==> src/rtl/display7seg_pkg.sv <==
// display7seg_pkg
// Shared definitions for the multiplexed 7-segment display path:
//   - glyph constants for 0-F, blank and dash, segment order {g,f,e,d,c,b,a}
//   - handshake FSM state type
//   - pow10(): elaboration-time 10^n, used for the decimal overflow limit
package display7seg_pkg;

    localparam logic [6:0] GLYPH_0     = 7'b0111111;
    localparam logic [6:0] GLYPH_1     = 7'b0000110;
    localparam logic [6:0] GLYPH_2     = 7'b1011011;
    localparam logic [6:0] GLYPH_3     = 7'b1001111;
    localparam logic [6:0] GLYPH_4     = 7'b1100110;
    localparam logic [6:0] GLYPH_5     = 7'b1101101;
    localparam logic [6:0] GLYPH_6     = 7'b1111101;
    localparam logic [6:0] GLYPH_7     = 7'b0000111;
    localparam logic [6:0] GLYPH_8     = 7'b1111111;
    localparam logic [6:0] GLYPH_9     = 7'b1101111;
    localparam logic [6:0] GLYPH_A     = 7'b1110111;
    localparam logic [6:0] GLYPH_B     = 7'b1111100;
    localparam logic [6:0] GLYPH_C     = 7'b0111001;
    localparam logic [6:0] GLYPH_D     = 7'b1011110;
    localparam logic [6:0] GLYPH_E     = 7'b1111001;
    localparam logic [6:0] GLYPH_F     = 7'b1110001;
    localparam logic [6:0] GLYPH_BLANK = 7'b0000000;
    localparam logic [6:0] GLYPH_DASH  = 7'b1000000;

    typedef enum logic [1:0] {
        ST_IDLE   = 2'd0,
        ST_CONV   = 2'd1,
        ST_COMMIT = 2'd2
    } state_t;

    function automatic logic [63:0] pow10(input int unsigned n);
        logic [63:0] r;
        r = 64'd1;
        for (int unsigned i = 0; i < n; i++) begin
            r = r * 64'd10;
        end
        return r;
    endfunction

endpackage

==> src/rtl/display7seg_mux_glyph.sv <==
// seg7_glyph
// Combinational digit-to-segment decoder, reusable by other display blocks.
//   i_digit : 4-bit digit value (0-F)
//   i_blank : 1 forces all segments off
//   i_dash  : 1 forces the dash glyph (takes priority over i_blank)
//   o_glyph : active-high segments {g,f,e,d,c,b,a}
module seg7_glyph
    import display7seg_pkg::*;
(
    input  logic [3:0] i_digit,
    input  logic       i_blank,
    input  logic       i_dash,
    output logic [6:0] o_glyph
);

    always_comb begin
        o_glyph = GLYPH_BLANK;
        if (i_dash) begin
            o_glyph = GLYPH_DASH;
        end else if (!i_blank) begin
            case (i_digit)
                4'h0: o_glyph = GLYPH_0;
                4'h1: o_glyph = GLYPH_1;
                4'h2: o_glyph = GLYPH_2;
                4'h3: o_glyph = GLYPH_3;
                4'h4: o_glyph = GLYPH_4;
                4'h5: o_glyph = GLYPH_5;
                4'h6: o_glyph = GLYPH_6;
                4'h7: o_glyph = GLYPH_7;
                4'h8: o_glyph = GLYPH_8;
                4'h9: o_glyph = GLYPH_9;
                4'hA: o_glyph = GLYPH_A;
                4'hB: o_glyph = GLYPH_B;
                4'hC: o_glyph = GLYPH_C;
                4'hD: o_glyph = GLYPH_D;
                4'hE: o_glyph = GLYPH_E;
                4'hF: o_glyph = GLYPH_F;
                default: o_glyph = GLYPH_BLANK;
            endcase
        end
    end

endmodule

==> src/rtl/display7seg_mux.sv <==
// display7seg_mux
// Multiplexed multi-digit 7-segment driver. A value accepted through the
// load/busy handshake is converted to decimal (double dabble, WIDTH cycles)
// or hex (nibble split), committed atomically to the digit bank, and scanned
// onto one shared segment bus with one-hot digit enables.
//   clock_in, reset_n_in : clock, asynchronous active-low reset
//   load_in, value_in    : conversion request and value (accepted when !busy_out)
//   hex_in               : captured on accept, 1 = hex, 0 = decimal
//   blank_in             : live leading-zero blanking enable
//   busy_out             : conversion in progress
//   overflow_out         : last committed value did not fit in DIGITS
//   seg_out, an_out      : registered segment bus and digit enables
module display7seg_mux
    import display7seg_pkg::*;
#(
    parameter int unsigned DIGITS         = 4,
    parameter int unsigned WIDTH          = 14,
    parameter int unsigned SCAN_DIV       = 50000,
    parameter bit          SEG_ACTIVE_LOW = 1'b0,
    parameter bit          AN_ACTIVE_LOW  = 1'b0
) (
    input  logic              clock_in,
    input  logic              reset_n_in,
    input  logic              load_in,
    input  logic [WIDTH-1:0]  value_in,
    input  logic              hex_in,
    input  logic              blank_in,
    output logic              busy_out,
    output logic              overflow_out,
    output logic [6:0]        seg_out,
    output logic [DIGITS-1:0] an_out
);

    localparam int unsigned BW = 4 * DIGITS;
    localparam int unsigned CW = $clog2(WIDTH + 1);
    localparam int unsigned PW = (SCAN_DIV > 1) ? $clog2(SCAN_DIV) : 1;
    localparam int unsigned IW = (DIGITS > 1) ? $clog2(DIGITS) : 1;

    localparam logic [63:0]       DEC_LIMIT  = pow10(DIGITS);
    localparam logic [CW-1:0]     LAST_SHIFT = CW'(WIDTH - 1);
    localparam logic [PW-1:0]     PRE_LAST   = PW'(SCAN_DIV - 1);
    localparam logic [IW-1:0]     IDX_LAST   = IW'(DIGITS - 1);
    localparam logic [6:0]        SEG_OFF    = SEG_ACTIVE_LOW ? '1 : '0;
    localparam logic [DIGITS-1:0] AN_OFF     = AN_ACTIVE_LOW ? '1 : '0;

    state_t              r_state;
    logic                r_busy;
    logic                r_hex;
    logic                r_ovf_pend;
    logic                r_ovf;
    logic [WIDTH-1:0]    r_value;
    logic [BW-1:0]       r_bcd;
    logic [CW-1:0]       r_cnt;
    logic [3:0]          r_digit [DIGITS];
    logic [PW-1:0]       r_pre;
    logic [IW-1:0]       r_idx;
    logic [6:0]          r_seg;
    logic [DIGITS-1:0]   r_an;

    logic                w_accept;
    logic                w_ovf_in;
    logic [BW-1:0]       w_bcd_adj;
    logic [BW-1:0]       w_bcd_next;
    logic [BW-1:0]       w_hex_digits;
    logic [DIGITS-1:0]   w_lead;
    logic                w_zero_above;
    logic                w_blank;
    logic [6:0]          w_glyph;
    logic [DIGITS-1:0]   w_onehot;

    assign w_accept = load_in & ~r_busy;

    // Both overflow tests are evaluated on the raw input at accept time so the
    // flag is ready to commit together with the digits.
    assign w_ovf_in = hex_in ? ((64'(value_in) >> BW) != 64'd0)
                             : (64'(value_in) >= DEC_LIMIT);

    always_comb begin
        w_bcd_adj = '0;
        for (int unsigned k = 0; k < DIGITS; k++) begin
            w_bcd_adj[4*k +: 4] = (r_bcd[4*k +: 4] >= 4'd5) ? r_bcd[4*k +: 4] + 4'd3
                                                            : r_bcd[4*k +: 4];
        end
    end

    // Shift left by one, dropping the top BCD bit and taking the value MSB.
    assign w_bcd_next   = BW'({w_bcd_adj, r_value[WIDTH-1]});
    assign w_hex_digits = BW'(r_value);

    always_ff @(posedge clock_in or negedge reset_n_in) begin
        if (!reset_n_in) begin
            r_state    <= ST_IDLE;
            r_busy     <= 1'b0;
            r_hex      <= 1'b0;
            r_ovf_pend <= 1'b0;
            r_ovf      <= 1'b0;
            r_value    <= '0;
            r_bcd      <= '0;
            r_cnt      <= '0;
            for (int unsigned k = 0; k < DIGITS; k++) begin
                r_digit[k] <= '0;
            end
        end else begin
            case (r_state)
                ST_IDLE: begin
                    if (w_accept) begin
                        r_value    <= value_in;
                        r_hex      <= hex_in;
                        r_ovf_pend <= w_ovf_in;
                        r_bcd      <= '0;
                        r_cnt      <= '0;
                        r_busy     <= 1'b1;
                        r_state    <= hex_in ? ST_COMMIT : ST_CONV;
                    end
                end
                ST_CONV: begin
                    r_bcd   <= w_bcd_next;
                    r_value <= r_value << 1;
                    r_cnt   <= r_cnt + CW'(1);
                    if (r_cnt == LAST_SHIFT) begin
                        r_state <= ST_COMMIT;
                    end
                end
                ST_COMMIT: begin
                    for (int unsigned k = 0; k < DIGITS; k++) begin
                        r_digit[k] <= r_hex ? w_hex_digits[4*k +: 4] : r_bcd[4*k +: 4];
                    end
                    r_ovf   <= r_ovf_pend;
                    r_busy  <= 1'b0;
                    r_state <= ST_IDLE;
                end
                default: begin
                    r_busy  <= 1'b0;
                    r_state <= ST_IDLE;
                end
            endcase
        end
    end

    always_ff @(posedge clock_in or negedge reset_n_in) begin
        if (!reset_n_in) begin
            r_pre <= '0;
            r_idx <= '0;
        end else if (r_pre == PRE_LAST) begin
            r_pre <= '0;
            r_idx <= (r_idx == IDX_LAST) ? '0 : r_idx + IW'(1);
        end else begin
            r_pre <= r_pre + PW'(1);
        end
    end

    // w_lead[i] = digit i and every digit above it are zero; digit 0 never qualifies.
    always_comb begin
        w_lead       = '0;
        w_zero_above = 1'b1;
        for (int unsigned k = DIGITS - 1; k >= 1; k--) begin
            w_zero_above = w_zero_above & (r_digit[k] == 4'd0);
            w_lead[k]    = w_zero_above;
        end
    end

    assign w_blank  = blank_in & w_lead[r_idx] & ~r_ovf;
    assign w_onehot = DIGITS'(1) << r_idx;

    seg7_glyph u_glyph (
        .i_digit (r_digit[r_idx]),
        .i_blank (w_blank),
        .i_dash  (r_ovf),
        .o_glyph (w_glyph)
    );

    always_ff @(posedge clock_in or negedge reset_n_in) begin
        if (!reset_n_in) begin
            r_seg <= SEG_OFF;
            r_an  <= AN_OFF;
        end else begin
            r_seg <= SEG_ACTIVE_LOW ? ~w_glyph : w_glyph;
            r_an  <= AN_ACTIVE_LOW ? ~w_onehot : w_onehot;
        end
    end

    assign busy_out     = r_busy;
    assign overflow_out = r_ovf;
    assign seg_out      = r_seg;
    assign an_out       = r_an;

endmodule

==> config.mk <==
export PLATFORM = sky130hd
export DESIGN_NAME = display7seg_mux
export DESIGN_NICKNAME = d
export VERILOG_FILES = /design/src/rtl/display7seg_pkg.sv /design/src/rtl/display7seg_mux_glyph.sv /design/src/rtl/display7seg_mux.sv
export SDC_FILE = /design/constraint.sdc
export NUM_CORES = 1
export LEC_CHECK = 0
export CAP_MARGIN = 20
export CELL_PAD_IN_SITES_DETAIL_PLACEMENT = 1
export CELL_PAD_IN_SITES_GLOBAL_PLACEMENT = 1
export CORE_ASPECT_RATIO = 0.9
export CORE_MARGIN = 10
export CORE_UTILIZATION = 50
export CTS_BUF_LIST = sky130_fd_sc_hd__clkbuf_8 sky130_fd_sc_hd__clkbuf_16
export CTS_CLUSTER_DIAMETER = 60
export DETAILED_ROUTE_END_ITERATION = 10
export GPL_TIMING_DRIVEN = 0
export HOLD_SLACK_MARGIN = 0.12
export PLACE_DENSITY_LB_ADDON = 0.1
export SKIP_LAST_GASP = 1
export SLEW_MARGIN = 20
export SYNTH_ARGS = -nofsm -noshare
export SYNTH_HDL_FRONTEND = slang
export SYNTH_SLANG_ARGS = --single-unit
==> constraint.sdc <==
create_clock -name clock_in -period 6.5 [get_ports clock_in]
set_input_delay 1.3 -clock clock_in [delete_from_list [all_inputs] [get_ports clock_in]]
set_output_delay 1.3 -clock clock_in [all_outputs]
set_load 0.01 [all_outputs]
* After elaboration in Yosys (flattened, before gate mapping)
Memory sizes are Yosys's and may differ from the RTL's. Index checks and enable logic that the tools add are counted. Widths: inputs -> output; s select.
Storage, ports and cells: register bits after elaboration 85, memory bits (read-only) 112, input bits 19, word-level logic and storage cells 87, memories 1
Memory list:
- (name not given) | depth 16, bits a word 7, read ports 1, clocked after Yosys merged registers in 0, wr ports 0, RTL line display7seg_mux_glyph.sv:21 | case (i_digit)
Cells by class: $add $sub $neg 7, $lt $le $gt $ge 7, equal/unequal tests 7, shift-type cells 1, muxes and demuxes 30, bitwise logic cells 9, reductions and logical operators 9
Operators by type and width (count):
- $mux 4 | 10
- $mux 16 | 2
- $pmux 16 s2 | 1
- $pmux 14 s2 | 1
- $add 16x1->16 const B | 1
- $eq 16x16->1 const B | 1
- $ge 4x3->1 const B | 4
- $ge 14x14->1 const B | 1
- $mux 14 | 1
- $mux 7 | 2
- $add 4x2->4 const B | 3
- $logic_not 4->1 | 3
- $bmux 4 s2 | 1
- $mux 2 | 4
- $pmux 4 s2 | 1
- $reduce_and 2->1 | 4
- $and 1x1->1 | 5
- $add 4x1->4 const B | 1
- $eq 2x2->1 const B | 2
- $eq 4x4->1 const B | 1
- $ne 2x2->1 const B | 2
- $pmux 2 s2 | 1
- $shl 1x2->4 const A | 1
- $add 3x2->3 const B | 1
- other kinds (12) | 16

* Logic depth before layout (Yosys ltp)
word-level depth 9, gate-level depth with buffers 8, mapped depth without buffers 7

* Cells and area by module
A second synthesis with hierarchy kept.
Unflattened totals: cells, all modules 404, area total of the unflattened synthesis 4247.8 um^2
Modules (own cells, without submodules):
- display7seg_mux | times used 1, cells each 365, area an instance 3962.6 um^2
- seg7_glyph | times used 1, cells each 39, area an instance 285.3 um^2

* Least setup slack after synthesis
OpenSTA, ideal clock, no wires.
path type input port to flip-flop, start point in load_in, end point reg r_bcd[12], setup time 0.142 ns, arrival 2.182 ns, required time 6.358 ns, path slack 4.176 ns, stages on the path 4, path buffers 1, cells stage by stage nand2b_1 -> a21oi_1 -> clkbuf_1 -> o32ai_1
Between the ends: cells in the longest elaborated chain, start to end 3
RTL lines:
- from (decl) | RTL line display7seg_mux.sv:24 | input logic load_in,
- $and 1x1->1 | RTL line display7seg_mux.sv:71 | assign w_accept = load_in & ~r_busy;
- $ne 2x2->1 (no line)
- $reduce_and 2->1 (no line)
- to (signal assigned) | RTL line display7seg_mux.sv:117 | r_bcd <= w_bcd_next;
- to (decl) | RTL line display7seg_mux.sv:52 | logic [BW-1:0] r_bcd;
Every way passes these cells. A chain may end at the register's enable or synchronous reset.

* Worst setup path after layout
start point in load_in, end point reg r_bcd[4]
Same word-level chain as after synthesis.

==> metrics.txt <==
Max FO, Critical Path 10; Final min period 3.02 ns; first-pass GRT wire length 17500 um; Synth-to-Final Area Change 16.4%; First-pass DRT Iterations 4; EDFF count, synth 0; critical path class in2reg; hold_sp r_ovf_pend$_DFFE_PN0P_; routed length per instance 18.2 um; Die Wd 118 um; Final HPWL DP 7670 um; # resized after CTS 0; reg2reg path depth 7; Hold Path Stages 2; top cells by area, synth dfrtp_1 (49%), ha_1 (6.1%), mux2i_1 (4.4%); YS warnings 0; final core utilization 59.0%; Register-to-Register Setup Slack 4.18 ns; share of cells above drive strength 1 8.20%; Die H 108 um; Antenna Cells 0; Period Utilization, post-route 46.4%; worst vdd ir 0.229 mV; H-tree lvl count 3; I/O Buffers 31; Netlist cell types 49; maxcap violations 0; via count 3134; Max Freq 332 MHz; Final GP Congestion 0.797; Min-Delay Endpoint r_ovf_pend$_DFFE_PN0P_; synthesis-stage register bit count 85; Worst Max-Slew Pin Slew 0.786 ns; DRC violations left 0; Crit path max-delay family buffers and inverters; # IOs 32; Setup-failing EPs final 0; Largest stage delay, worst path 0.66 ns; Critical Path AT 3.24 ns; vias in the first global route 3412; Mapped Area 0.00430 mm2; ys flop type dfrtp_1; placement-stage cell area 0.00479 mm2; share of the synthesized area in the top cell type 49.4%; Vias per Instance 5.50; worst reg2reg path endpoint seg_out[3]$_DFF_PN0_; Mapped Cells 403; r2r startpoint r_idx[0]$_DFFE_PN0N_; syn nets 443; RSZ-0062 raised after global routing false; total negative slack 0 ns; Hold Buf Count CTS 0; Slew HR 47.6%; worst path bufs/invs 2; initial antenna violation count 0; Reg clk slew, reported paths 0.09 ns; ys async rst share 100%; DRT iter0 DRCs 149; root buf cell clkbuf_8; CTS buffer count 9; final global-route overflow total 0; die area 0.0127 mm2; Final #Nets 486; sequential area share after synthesis 49.4%; Worst Path Required 6.72 ns; final hold viol count 0; outcome finished, final reports clean; Hold WC Path Type reg2reg; Slowest-stage cell, CP a21oi_1; Clock Skew 0.00980 ns; worst-path cell chain clkdlybuf4s50_1, nand2b_1, a21oi_1, clkbuf_1, o32ai_1; Setup crit end kind flop; Setup Buffers After CTS 0; final wirelength 10400 um; syn_area_per_cell 10.7 um2; total clock sinks 85; clock buffer depth 2; Max Slew Vio Count 0; Final WS setup 3.48 ns; LEAKAGE 2.19 nW; pre-CTS WS 3.12 ns; worst skew pair latency 0.37 ns; fin area 0.00501 mm2; crit start category input pin; cell taking the most area after synthesis dfrtp_1; Initial Util 50.7%; core region area 0.00849 mm2; CTS tree done; std cell rows 32; Final ANT Viol Nets 0; pwr dens 414 mW/mm2; gr usage total 17.0%; largest net degree at the start of global routing 51
-- final cells by class --
class / count / area, um2
inverters: 31 / 116
clock buffers: 9 / 124
clock inverters: 7 / 98.8
flip-flops and latches: 85 / 2130
repair buffers: 32 / 335
multi-input cells: 266 / 1960
plain buffers: 21 / 98.8
well taps: 119 / 149
fillers: 958 / 3480
-- cells in the mapped netlist (2+ instances only) --
cell type	instances
nor2b_1	2
and3_1	2
mux2_2	5
dfrtp_1	85
xor2_1	8
clkbuf_1	16
nand2_1	36
and4_1	4
xnor2_1	14
nor2_1	22
nand3_1	8
a32o_1	4
o21ai_0	32
a21oi_1	8
a21o_1	2
ha_1	21
nor4bb_1	2
inv_1	31
o31ai_1	6
nand2b_1	10
nor3_1	7
buf_6	2
nand4_1	5
mux4_2	5
nor4_1	3
o22ai_1	10
o32ai_1	3
mux2i_1	19
a22o_1	3
a222oi_1	9
-- tightest hold or removal path, delay by kind of cell, from the launching register on --
family           cells  cell delay, ns
flip-flops           1            0.35
AND/OR/NAND/NOR      2            0.10
-- cells by family after synthesis --
| family | Yosys count | synth area share, % |
|---|---|---|
| multiplexers | 30 | 8.96 |
| flip-flops | 85 | 49.4 |
| buffers and inverters | 52 | 5.00 |
| adder cells (fa/ha/maj) | 21 | 6.11 |
| AND/OR/NAND/NOR | 113 | 13.6 |
| XOR/XNOR | 22 | 4.48 |
| AO/OA/AOI/OAI | 80 | 12.5 |
-- report_power, final --
| group | internal [W] | total, W | switching, W |
|---|---|---|---|
| sequential | 0.000683 | 0.000819 | 0.000137 |
| combinational | 0.000377 | 0.000835 | 0.000458 |
| clock | 0.000218 | 0.000422 | 0.000204 |
| total | 0.00128 | 0.00208 | 0.000799 |
-- per-layer routing --
metal | global-route usage (%) | vias up | share of wire [%] | routed length, um
met1 | 20.1 | 1561 | 45 | 4630
met3 | 4.53 | 10 | 3.9 | 403
met5 | 0 | - | 0 | 0
met4 | 5.03 | 0 | 1.2 | 127
met2 | 30.0 | 51 | 50 | 5220
li1 | - | 1512 | - | -
-- per-stage QoR --
stage                     hold slack (ns)  cells  power, W
after global placement              0.449    553   0.00161
after detailed placement            0.462    554   0.00166
after global routing                0.496    570   0.00222
final                               0.474    570   0.00208
after floorplan                     0.435    403   0.00137
after CTS                           0.482    570   0.00209
-- how the worst max path moves through the flow --
stage	startpoint	end	slack (ns)	depth (start not counted)
floorplan	load_in	r_bcd[12]$_DFFE_PN0P_	4.18	4
global placement	reset_n_in	r_cnt[0]$_DFFE_PN0P_	1.06	1
detailed placement	load_in	r_bcd[8]$_DFFE_PN0P_	3.12	5
CTS	load_in	r_bcd[4]$_DFFE_PN0P_	3.51	5
global route	load_in	r_bcd[4]$_DFFE_PN0P_	3.43	5
finish	load_in	r_bcd[4]$_DFFE_PN0P_	3.48	5
-- registers in the layout, indices dropped and copies added (netlist names) --
register and flops:
r_value 14, r_digit 16, r_state 2, overflow_out 1, r_bcd 16, an_out 4, r_ovf_pend 1, r_pre 16
seg_out 7, r_idx 2, r_hex 1, busy_out 1, r_cnt 4
-- layout by cell type (no fill, tap or decap), types with 3 or more instances in the layout --
cell,synthesis,final
dfrtp_1,85,85
nand2_1,36,36
o21ai_0,32,32
inv_1,31,31
clkdlybuf4s50_1,0,30
nor2_1,22,22
ha_1,21,21
mux2i_1,19,19
clkbuf_1,16,16
xnor2_1,14,14
nand2b_1,10,10
o22ai_1,10,10
a222oi_1,9,9
clkbuf_8,0,9
nand3_1,8,8
a21oi_1,8,8
xor2_1,8,8
nor3_1,7,7
o31ai_1,6,6
nand4_1,5,5
mux4_2,5,5
mux2_2,5,5
and4_1,4,4
a32o_1,4,4
nor4_1,3,3
a22o_1,3,3
o32ai_1,3,3
Note: power is estimated with default switching activity, not from simulation.
